===== src/rtl/wb_arbiter_if.sv =====
// ---------------------------------------------------------------------------
// wb_arbiter_if
//   Bundles the pipeline writeback, load-result, regfile-write and decode-query
//   signals of the writeback arbiter.
//   master : the surrounding core. It drives alu_*, ld_valid/ld_wa/ld_wd and
//            qa1/qa2, and observes everything else.
//   slave  : the arbiter itself.
// ---------------------------------------------------------------------------
interface wb_arbiter_if #(
   parameter int DEPTH = 4
);
   localparam int CW = $clog2(DEPTH) + 1;

   logic          alu_we;
   logic [4:0]    alu_wa;
   logic [31:0]   alu_wd;
   logic          pipe_stall;
   logic          ld_valid;
   logic          ld_ready;
   logic [4:0]    ld_wa;
   logic [31:0]   ld_wd;
   logic          wb_we;
   logic [4:0]    wb_wa;
   logic [31:0]   wb_wd;
   logic [4:0]    qa1;
   logic [4:0]    qa2;
   logic          q_busy1;
   logic          q_busy2;
   logic [CW-1:0] fifo_count;

   modport master (
      output alu_we, alu_wa, alu_wd, ld_valid, ld_wa, ld_wd, qa1, qa2,
      input  pipe_stall, ld_ready, wb_we, wb_wa, wb_wd, q_busy1, q_busy2, fifo_count
   );

   modport slave (
      input  alu_we, alu_wa, alu_wd, ld_valid, ld_wa, ld_wd, qa1, qa2,
      output pipe_stall, ld_ready, wb_we, wb_wa, wb_wd, q_busy1, q_busy2, fifo_count
   );
endinterface


===== src/rtl/wb_arbiter.sv =====
// ---------------------------------------------------------------------------
// wb_arbiter
//   Drives the single write port of the 32x32 register file. It merges two
//   sources:
//     - the in-order ALU/pipeline writeback, which has priority and is never
//       back-pressured except through pipe_stall;
//     - out-of-order load results, which are buffered in a DEPTH-entry FIFO.
//   The FIFO head is forced out (with the pipeline stalled) after STARVE_MAX
//   consecutive bypassed cycles. Buffered loads that an ALU write to the same
//   register overtakes are marked killed, and they are dropped when popped
//   (WAW order). q_busy1/2 report registers whose writes have not reached the
//   regfile yet.
// Ports
//   clk    : clock, rising edge
//   rst_n  : asynchronous active-low reset
//   bus    : wb_arbiter_if.slave
//            alu_* in, pipe_stall out, ld_* in / ld_ready out,
//            wb_* out (registered), qa1/qa2 in, q_busy1/2 out, fifo_count out
// ---------------------------------------------------------------------------
module wb_arbiter #(
   parameter int DEPTH      = 4,
   parameter int STARVE_MAX = 8
) (
   input  logic         clk,
   input  logic         rst_n,
   wb_arbiter_if.slave  bus
);
   localparam int AW = $clog2(DEPTH);
   localparam int CW = AW + 1;
   localparam int SW = $clog2(STARVE_MAX + 1);

   // FIFO storage. The payload is not reset; valid entries are derived from the pointers.
   logic [4:0]       wa_q [DEPTH];
   logic [31:0]      wd_q [DEPTH];
   logic [DEPTH-1:0] kill_q;
   logic [AW-1:0]    rd_ptr_q, rd_ptr_d;
   logic [AW-1:0]    wr_ptr_q, wr_ptr_d;
   logic [CW-1:0]    cnt_q, cnt_d;
   logic [SW-1:0]    starve_q, starve_d;

   logic             wb_we_q, wb_we_d;
   logic [4:0]       wb_wa_q, wb_wa_d;
   logic [31:0]      wb_wd_q, wb_wd_d;

   logic             fifo_ne, stall, alu_ok, pop, push_acc, push;
   logic [DEPTH-1:0] valid;
   logic             busy1, busy2;

   // An entry is live when its distance from the read pointer is below the count.
   always_comb begin
      for (int i = 0; i < DEPTH; i++) begin
         logic [AW-1:0] off;
         off      = AW'(i) - rd_ptr_q;
         valid[i] = CW'(off) < cnt_q;
      end
   end

   always_comb begin
      fifo_ne  = (cnt_q != '0);
      stall    = (starve_q == SW'(STARVE_MAX)) && fifo_ne;
      alu_ok   = !stall && bus.alu_we && (bus.alu_wa != 5'd0);
      pop      = fifo_ne && (stall || !alu_ok);
      // ld_ready is based on the count before this cycle's pop.
      push_acc = bus.ld_valid && (cnt_q != CW'(DEPTH));
      // A load to x0 is accepted but never stored.
      push     = push_acc && (bus.ld_wa != 5'd0);

      cnt_d    = cnt_q + CW'(push) - CW'(pop);
      rd_ptr_d = rd_ptr_q + AW'(pop);
      wr_ptr_d = wr_ptr_q + AW'(push);

      if (pop || !fifo_ne)
         starve_d = '0;
      else if (starve_q != SW'(STARVE_MAX))
         starve_d = starve_q + SW'(1);
      else
         starve_d = starve_q;

      wb_we_d = 1'b0;
      wb_wa_d = wb_wa_q;
      wb_wd_d = wb_wd_q;
      if (pop) begin
         // A killed head is discarded. The FIFO still pops, but nothing is written.
         if (!kill_q[rd_ptr_q]) begin
            wb_we_d = 1'b1;
            wb_wa_d = wa_q[rd_ptr_q];
            wb_wd_d = wd_q[rd_ptr_q];
         end
      end else if (alu_ok) begin
         wb_we_d = 1'b1;
         wb_wa_d = bus.alu_wa;
         wb_wd_d = bus.alu_wd;
      end
   end

   always_ff @(posedge clk) begin
      if (push) begin
         wa_q[wr_ptr_q] <= bus.ld_wa;
         wd_q[wr_ptr_q] <= bus.ld_wd;
      end
   end

   always_ff @(posedge clk or negedge rst_n) begin
      if (!rst_n) begin
         kill_q   <= '0;
         rd_ptr_q <= '0;
         wr_ptr_q <= '0;
         cnt_q    <= '0;
         starve_q <= '0;
         wb_we_q  <= 1'b0;
         wb_wa_q  <= '0;
         wb_wd_q  <= '0;
      end else begin
         for (int i = 0; i < DEPTH; i++) begin
            // The slot being written is never live (there is no push when full),
            // so a newly pushed load starts unkilled even if the ALU hits its address.
            if (push && (wr_ptr_q == AW'(i)))
               kill_q[i] <= 1'b0;
            else if (alu_ok && valid[i] && (wa_q[i] == bus.alu_wa))
               kill_q[i] <= 1'b1;
         end
         rd_ptr_q <= rd_ptr_d;
         wr_ptr_q <= wr_ptr_d;
         cnt_q    <= cnt_d;
         starve_q <= starve_d;
         wb_we_q  <= wb_we_d;
         wb_wa_q  <= wb_wa_d;
         wb_wd_q  <= wb_wd_d;
      end
   end

   // Pending-write lookup for decode. Only committed sources count, not alu_*.
   always_comb begin
      busy1 = wb_we_q && (wb_wa_q == bus.qa1);
      busy2 = wb_we_q && (wb_wa_q == bus.qa2);
      for (int i = 0; i < DEPTH; i++) begin
         if (valid[i] && !kill_q[i] && (wa_q[i] == bus.qa1)) busy1 = 1'b1;
         if (valid[i] && !kill_q[i] && (wa_q[i] == bus.qa2)) busy2 = 1'b1;
      end
   end

   assign bus.q_busy1    = (bus.qa1 != 5'd0) && busy1;
   assign bus.q_busy2    = (bus.qa2 != 5'd0) && busy2;
   assign bus.pipe_stall = stall;
   assign bus.ld_ready   = (cnt_q != CW'(DEPTH));
   assign bus.fifo_count = cnt_q;
   assign bus.wb_we      = wb_we_q;
   assign bus.wb_wa      = wb_wa_q;
   assign bus.wb_wd      = wb_wd_q;
endmodule


===== src/flat_wrapper.sv =====
// flat-port wrapper written by rule: the top's interface ports become plain ports
module wb_arbiter_flat 
#(
   parameter int DEPTH      = 4,
   parameter int STARVE_MAX = 8
)
  (clk, rst_n, bus_alu_we, bus_alu_wa, bus_alu_wd, bus_ld_valid, bus_ld_wa, bus_ld_wd, bus_qa1, bus_qa2, bus_pipe_stall, bus_ld_ready, bus_wb_we, bus_wb_wa, bus_wb_wd, bus_q_busy1, bus_q_busy2, bus_fifo_count);
  wb_arbiter_if #(.DEPTH(DEPTH)) bus_i ();
  input  logic clk;
  input  logic rst_n;
  input wire logic [$bits(bus_i.alu_we)-1:0] bus_alu_we;
  input wire logic [$bits(bus_i.alu_wa)-1:0] bus_alu_wa;
  input wire logic [$bits(bus_i.alu_wd)-1:0] bus_alu_wd;
  input wire logic [$bits(bus_i.ld_valid)-1:0] bus_ld_valid;
  input wire logic [$bits(bus_i.ld_wa)-1:0] bus_ld_wa;
  input wire logic [$bits(bus_i.ld_wd)-1:0] bus_ld_wd;
  input wire logic [$bits(bus_i.qa1)-1:0] bus_qa1;
  input wire logic [$bits(bus_i.qa2)-1:0] bus_qa2;
  output wire logic [$bits(bus_i.pipe_stall)-1:0] bus_pipe_stall;
  output wire logic [$bits(bus_i.ld_ready)-1:0] bus_ld_ready;
  output wire logic [$bits(bus_i.wb_we)-1:0] bus_wb_we;
  output wire logic [$bits(bus_i.wb_wa)-1:0] bus_wb_wa;
  output wire logic [$bits(bus_i.wb_wd)-1:0] bus_wb_wd;
  output wire logic [$bits(bus_i.q_busy1)-1:0] bus_q_busy1;
  output wire logic [$bits(bus_i.q_busy2)-1:0] bus_q_busy2;
  output wire logic [$bits(bus_i.fifo_count)-1:0] bus_fifo_count;
  assign bus_i.alu_we = bus_alu_we;
  assign bus_i.alu_wa = bus_alu_wa;
  assign bus_i.alu_wd = bus_alu_wd;
  assign bus_i.ld_valid = bus_ld_valid;
  assign bus_i.ld_wa = bus_ld_wa;
  assign bus_i.ld_wd = bus_ld_wd;
  assign bus_i.qa1 = bus_qa1;
  assign bus_i.qa2 = bus_qa2;
  assign bus_pipe_stall = bus_i.pipe_stall;
  assign bus_ld_ready = bus_i.ld_ready;
  assign bus_wb_we = bus_i.wb_we;
  assign bus_wb_wa = bus_i.wb_wa;
  assign bus_wb_wd = bus_i.wb_wd;
  assign bus_q_busy1 = bus_i.q_busy1;
  assign bus_q_busy2 = bus_i.q_busy2;
  assign bus_fifo_count = bus_i.fifo_count;
  wb_arbiter #(.DEPTH(DEPTH), .STARVE_MAX(STARVE_MAX)) u_core (.clk(clk), .rst_n(rst_n), .bus(bus_i));
endmodule

===== config.mk =====
export PLATFORM = sky130hd
export DESIGN_NAME = wb_arbiter_flat
export DESIGN_NICKNAME = d
export VERILOG_FILES = /design/src/rtl/wb_arbiter_if.sv /design/src/rtl/wb_arbiter.sv /design/src/flat_wrapper.sv
export SDC_FILE = /design/constraint.sdc
export NUM_CORES = 1
export LEC_CHECK = 0
export CORE_ASPECT_RATIO = 0.8
export CORE_MARGIN = 2
export CORE_UTILIZATION = 30
export CTS_BUF_LIST = sky130_fd_sc_hd__clkbuf_4
export CTS_CLUSTER_DIAMETER = 50
export DETAILED_ROUTE_END_ITERATION = 16
export MAX_ROUTING_LAYER = met4
export PLACE_DENSITY = 0.53
export REMOVE_ABC_BUFFERS = 1
export SKIP_LAST_GASP = 1
export SLEW_MARGIN = 30
export SYNTH_ARGS = -nofsm -noshare
export SYNTH_HDL_FRONTEND = slang
export SYNTH_SLANG_ARGS = --single-unit

===== constraint.sdc =====
create_clock -name clk -period 9.8 [get_ports clk]
set_clock_uncertainty 0.2 [all_clocks]
set_input_delay 2.94 -clock clk [delete_from_list [all_inputs] [get_ports clk]]
set_output_delay 2.94 -clock clk [all_outputs]
set_load 0.01 [all_outputs]

* Word level (Yosys, flattened, before mapping)
Memories as Yosys holds them, arrays and structs flattened.
Cells that the tools add are included.
** Word-level totals
- RAM bits :: 148
- Bits in registers :: 53
- Input bits :: 88
- Memories kept :: 2
- Logic and storage cells :: 135
- Output and inout port bits :: 45
** Memory list
- u_core.wd_q :: words 4, bits a word 32, rd ports 1, clocked after memory_dff 0, write ports 1, line wb_arbiter.sv:34 : logic [31:0] wd_q [DEPTH];
- u_core.wa_q :: words 4, bits a word 5, rd ports 5, clocked after memory_dff 0, write ports 1, line wb_arbiter.sv:33 : logic [4:0] wa_q [DEPTH];
** Cells by class
- Equality and inequality tests :: 21
- $add $sub $neg :: 9
- Muxes and demuxes :: 31
- $lt $le $gt $ge :: 5
- Reduce and logical (&&, ||, !) cells :: 56
** Operators with widths (count)
- 2-to-1 mux 32 bit :: 3
- == test 5 bit :: 14
- logical AND 1 bit :: 34
- 2-to-1 mux 1 bit :: 22
- nonzero test 5 bit :: 4
- 2-to-1 mux 5 bit :: 3
- less-than comparator 2 x 3 -> 1 bit :: 4
- nonzero test 2 bit :: 6
- 2-to-1 mux 4 bit :: 2
- logical NOT 1 bit :: 7
- adder 2 x 1 -> 2 bit :: 2
- adder 4 x 1 -> 4 bit (second input constant) :: 1
- == test 2 bit (second input constant) :: 2
- == test 4 bit (second input constant) :: 1
- != test 4 bit (second input constant) :: 1
- subtractor 1 x 2 -> 2 bit (first input constant) :: 2
- subtractor 2 bit (first input constant) :: 2
- adder 3 x 1 -> 3 bit :: 1
- less-than comparator 2 x 3 -> 1 bit (second input constant) :: 1
- != test 3 bit (second input constant) :: 1
- nonzero test 3 bit :: 1
- subtractor 3 x 1 -> 3 bit :: 1
- binary-select mux 1 bit (select 2 bit) :: 1
- == test 2 x 1 -> 1 bit (second input constant) :: 1
- 4 further kinds :: 5

* Depth between registers and ports, before layout
- Depth after elaboration :: 10
- Depth in mapped cells :: 15
- Depth with buffers taken out :: 13

* Worst setup path after synthesis
Ideal clock, no wire load.
- Path kind :: in2out
- Start :: input bus_qa1[3]
- End :: output bus_q_busy1
- Data arrival time :: 3.899 ns
- Required time :: 6.660 ns
- Path slack :: 2.761 ns
- Buffers on the path :: 1
- Cell stages on the path :: 6
- Cells stage by stage :: clkbuf_1 > xor2_1 > nor4_1 > nand3_1 > o21ai_0 > o22a_1
** On the way
- Cells in the longest elaborated chain, start to end :: 7
- Elaborated cells between the ends (all ways) :: 16
- Those cells by class :: eq/ne: 5; mux: 4; reduce/logical: 7
** RTL lines
- from (decl) :: line flat_wrapper.sv:17 : input wire logic [$bits(bus_i.qa1)-1:0] bus_qa1;
- == test 5 bit, on equally long branches :: line wb_arbiter.sv:134, wb_arbiter.sv:137
- logical AND 1 bit, on equally long branches :: line wb_arbiter.sv:134, wb_arbiter.sv:137
- 2-to-1 mux 1 bit (4 in series) :: line wb_arbiter.sv:137 : if (valid[i] && !kill_q[i] && (wa_q[i] == bus.qa1)) busy1 = 1'b1;
- logical AND 1 bit (*) :: line wb_arbiter.sv:142 : assign bus.q_busy1 = (bus.qa1 != 5'd0) && busy1;
- to (decl) :: line flat_wrapper.sv:24 : output wire logic [$bits(bus_i.q_busy1)-1:0] bus_q_busy1;
Mark *: on every way between the ends. The rest lies on a longest branch, timed or not.

* Worst setup path in the final report
- Start :: input bus_qa1[0]
- End :: output bus_q_busy1
Same word-level chain as after synthesis.

==> impl_metrics.env <==
export IMPL_clk_path_buf_depth=3
export IMPL_cap_violations=0
export IMPL_place_area_mm2=0.0106
export IMPL_synthCells=570
export IMPL_drc=0
export IMPL_synth_area_leader_cell="edfxtp_1"
export IMPL_crit_type="input port to output port"
export IMPL_grt_pass1_wl_mm=34.3
export IMPL_p_clk_frac=0.255
export IMPL_timing_final_crit_period_ns=8.14
export IMPL_pin_count=133
export IMPL_post_cts_setup_buffers=0
export IMPL_die_h_um=158
export IMPL_power_frac_comb=0.332
export IMPL_ys_ff_latch=201
export IMPL_switching_share=0.332
export IMPL_rsz0062_at_grt="false"
export IMPL_synth_main_ff_cell="edfxtp_1"
export IMPL_synthesis_area_mm2=0.00886
export IMPL_hold_path_class="register to register"
export IMPL_r2r_start="u_core.rd_ptr_q[0]$_DFF_PN0_"
export IMPL_drive_gt1_frac=0.196
export IMPL_tightest_slew_ns=0.876
export IMPL_slew_viol_final=0
export IMPL_synth_edf_count=148
export IMPL_antenna_found_initial=2
export IMPL_p_seq_frac=0.413
export IMPL_relSlewSlack=0.416
export IMPL_die_w_um=196
export IMPL_synth_common_cells="edfxtp_1, dfrtp_1, nor2_1"
export IMPL_synth_area_leaders="edfxtp_1, dfrtp_1, mux4_2"
export IMPL_synth_seq_area_share=0.651
export IMPL_cts_resized_gates=0
export IMPL_clock_fmax_ghz=0.123
export IMPL_vias=5460
export IMPL_cts_made_buffers=55
export IMPL_dp_worst_setup_slack_ns=1.67
export IMPL_stdcell_area_mm2=0.0114
export IMPL_synth_most_common_cell="edfxtp_1"
export IMPL_critPathLaunchType="input port"
export IMPL_postCtsHoldBufs=0
export IMPL_initial_core_util=0.303
export IMPL_wl_per_cell_um=19.6
export IMPL_grt_overflow=0
export IMPL_status="completed"
export IMPL_routed_wl_mm=22.6
export IMPL_area_delta_synth_final_pct=28.6
export IMPL_vias_per_cell=4.72
export IMPL_cp_max_fo=6
export IMPL_synth_avg_cell_area_um2=15.5
export IMPL_critPathSlowestCell="clkdlybuf4s50_1"
export IMPL_drt_iter0_drc=283
export IMPL_h_tree_depth=2
export IMPL_dieArea_mm2=0.0309
export IMPL_place_gp_congestion=0.846
export IMPL_grt_usage=0.153
export IMPL_ant_nets=0
export IMPL_startpoint="bus_qa1[0]"
export IMPL_ys_async_sr_fraction=0.264
export IMPL_hpwl_mm=14.7
export IMPL_layout_nets=829
export IMPL_dr_pass1_iters=5
export IMPL_cp_required_ns=6.66
export IMPL_top_usage_layer="met2"
export IMPL_met1_usage=0.190
export IMPL_tns_ns=0
export IMPL_crit_top_cell="clkdlybuf4s50_1"
export IMPL_max_vdd_ir_drop_v=0.000131
export IMPL_cp_cell_sequence="clkdlybuf4s50_1, xor2_1, nor4_1, nand3_1, o21ai_0, o22a_1, clkdlybuf4s50_1"
export IMPL_cts_sinks=201
export IMPL_worstHoldStart="u_core.starve_q[0]$_DFFE_PN0P_"
export IMPL_power_density_mw_per_mm2=292
export IMPL_crit_path_max_incr_delay_ns=0.58
export IMPL_cp_arrival_ns=5.00
export IMPL_worstSkewPairLatency_ns=0.66
export IMPL_grt_use_met3=0.0452
export IMPL_grt_pass1_vias=5880
export IMPL_synthDistinctLibCells=41
export IMPL_root_buffer="clkbuf_4"
export IMPL_cts_tree="built"
export IMPL_hold_viol_final=0
export IMPL_crit_path_end_kind="output port"
export IMPL_fin_ws_ns=1.66
export IMPL_clkSlewWorstSetupHoldPaths_ns=0.06
export IMPL_setup_viol=0
export IMPL_power_switching_mw=1.11
export IMPL_leakagePower_nw=4.16
export IMPL_use_met2=0.236
export IMPL_ys_warn_count=0
export IMPL_row_count=56
export IMPL_port_buffers=132
export IMPL_finalCritPeriodShare=0.831
export IMPL_fill_cells=2696
export IMPL_internal_power_mw=2.22
export IMPL_grt_max_degree=76
export IMPL_core_area_mm2=0.0292
export IMPL_synth_top_area_share=0.502
[through the flow]
stage                     total power [mW]  hold slack (ns)   util  cells
after floorplan                       2.00            0.249      -    532
after global placement                2.48            0.261  0.362   1050
after detailed placement              2.52            0.308  0.362   1050
after CTS                             3.39            0.317  0.390   1154
after global routing                  3.54            0.333  0.390   1156
final                                 3.33            0.315  0.390   1156
[flip-flops by register name, indices dropped and copies added (netlist names)]
register               cells
u_core.wa_q               20
u_core.bus.wb_wd          32
u_core.bus.wb_wa           5
u_core.bus.wb_we           1
u_core.kill_q              4
u_core.bus.fifo_count      3
u_core.starve_q            4
u_core.rd_ptr_q            2
u_core.wr_ptr_q            2
u_core.wd_q              128
[critical path: cells and delay by family]
kind | cells | cell delay, ns
buffers and inverters | 2 | 1.12
and+or+nand+nor | 2 | 0.45
xor gates and xnor gates | 1 | 0.25
AOI/OAI and AO/OA | 2 | 0.23
[final timing paths]
path | to | slack [ns] | cells after the start
setup / recovery | bus_q_busy1 | 1.66 | 7
hold / removal | u_core.starve_q[0]$_DFFE_PN0P_ | 0.32 | 1
setup reg to reg | u_core.bus.wb_wd[17]$_DFFE_PN0P_ | 6.76 | 5
hold reg to reg | u_core.starve_q[0]$_DFFE_PN0P_ | 0.32 | 1
max in group asynchronous | u_core.rd_ptr_q[0]$_DFF_PN0_ | 6.55 | 2
min in group asynchronous | u_core.bus.wb_wd[29]$_DFFE_PN0P_ | 2.24 | 2
[power groups by stage]
stage	Clock (mW)	Sequential [mW]	Combinational, mW
final	0.851	1.38	1.10
after detailed placement	0	1.40	1.12
after CTS	0.881	1.38	1.12
after global placement	0	1.39	1.10
after floorplan	0	1.38	0.621
after global routing	0.924	1.41	1.21
[cell usage in the layout (no fill, tap or decap), types with 6 or more instances in the layout]
master / instances
nor2_1: 48
clkbuf_4: 82
clkinv_1: 13
xor2_1: 33
mux2i_1: 37
nand3_1: 11
inv_1: 11
ha_1: 10
edfxtp_1: 148
buf_4: 9
clkdlybuf4s50_1: 131
a21oi_1: 40
nand4_1: 6
nor3_1: 9
mux4_2: 38
xnor2_1: 44
dfrtp_1: 51
[metal layers]
layer,vias up,wire length [um]
met5,-,0
met4,0,656
met3,62,1490
met2,198,10300
met1,2683,10200
li1,2517,-
[final cells by class]
type                            instances  area (um2)  area share
Multi-Input combinational cell        319        2900       0.254
Tap cell                              377         472      0.0414
Timing Repair Buffer                  141        1380       0.121
Clock inverter                         22         198      0.0174
Sequential cell                       201        5780       0.507
Inverter                               12        45.0     0.00395
Clock buffer                           82         616      0.0540
Antenna cell                            2        5.00    0.000439
[cells by family (layout without fill, tap and decap cells)]
family                   Yosys count  count (layout)  share of synthesized area
other                              0               2                          0
multiplexers                      75              75                      0.138
XOR/XNOR                          77              77                     0.0761
AND/OR/NAND/NOR                   96              96                     0.0513
buffers and inverters             50             257                     0.0257
AO/OA/AOI/OAI                     60              60                     0.0408
flip-flops                       201             201                      0.651
adder cells (fa/ha/maj)           11              11                     0.0164
Note: power is estimated with default switching activity, not from simulation.
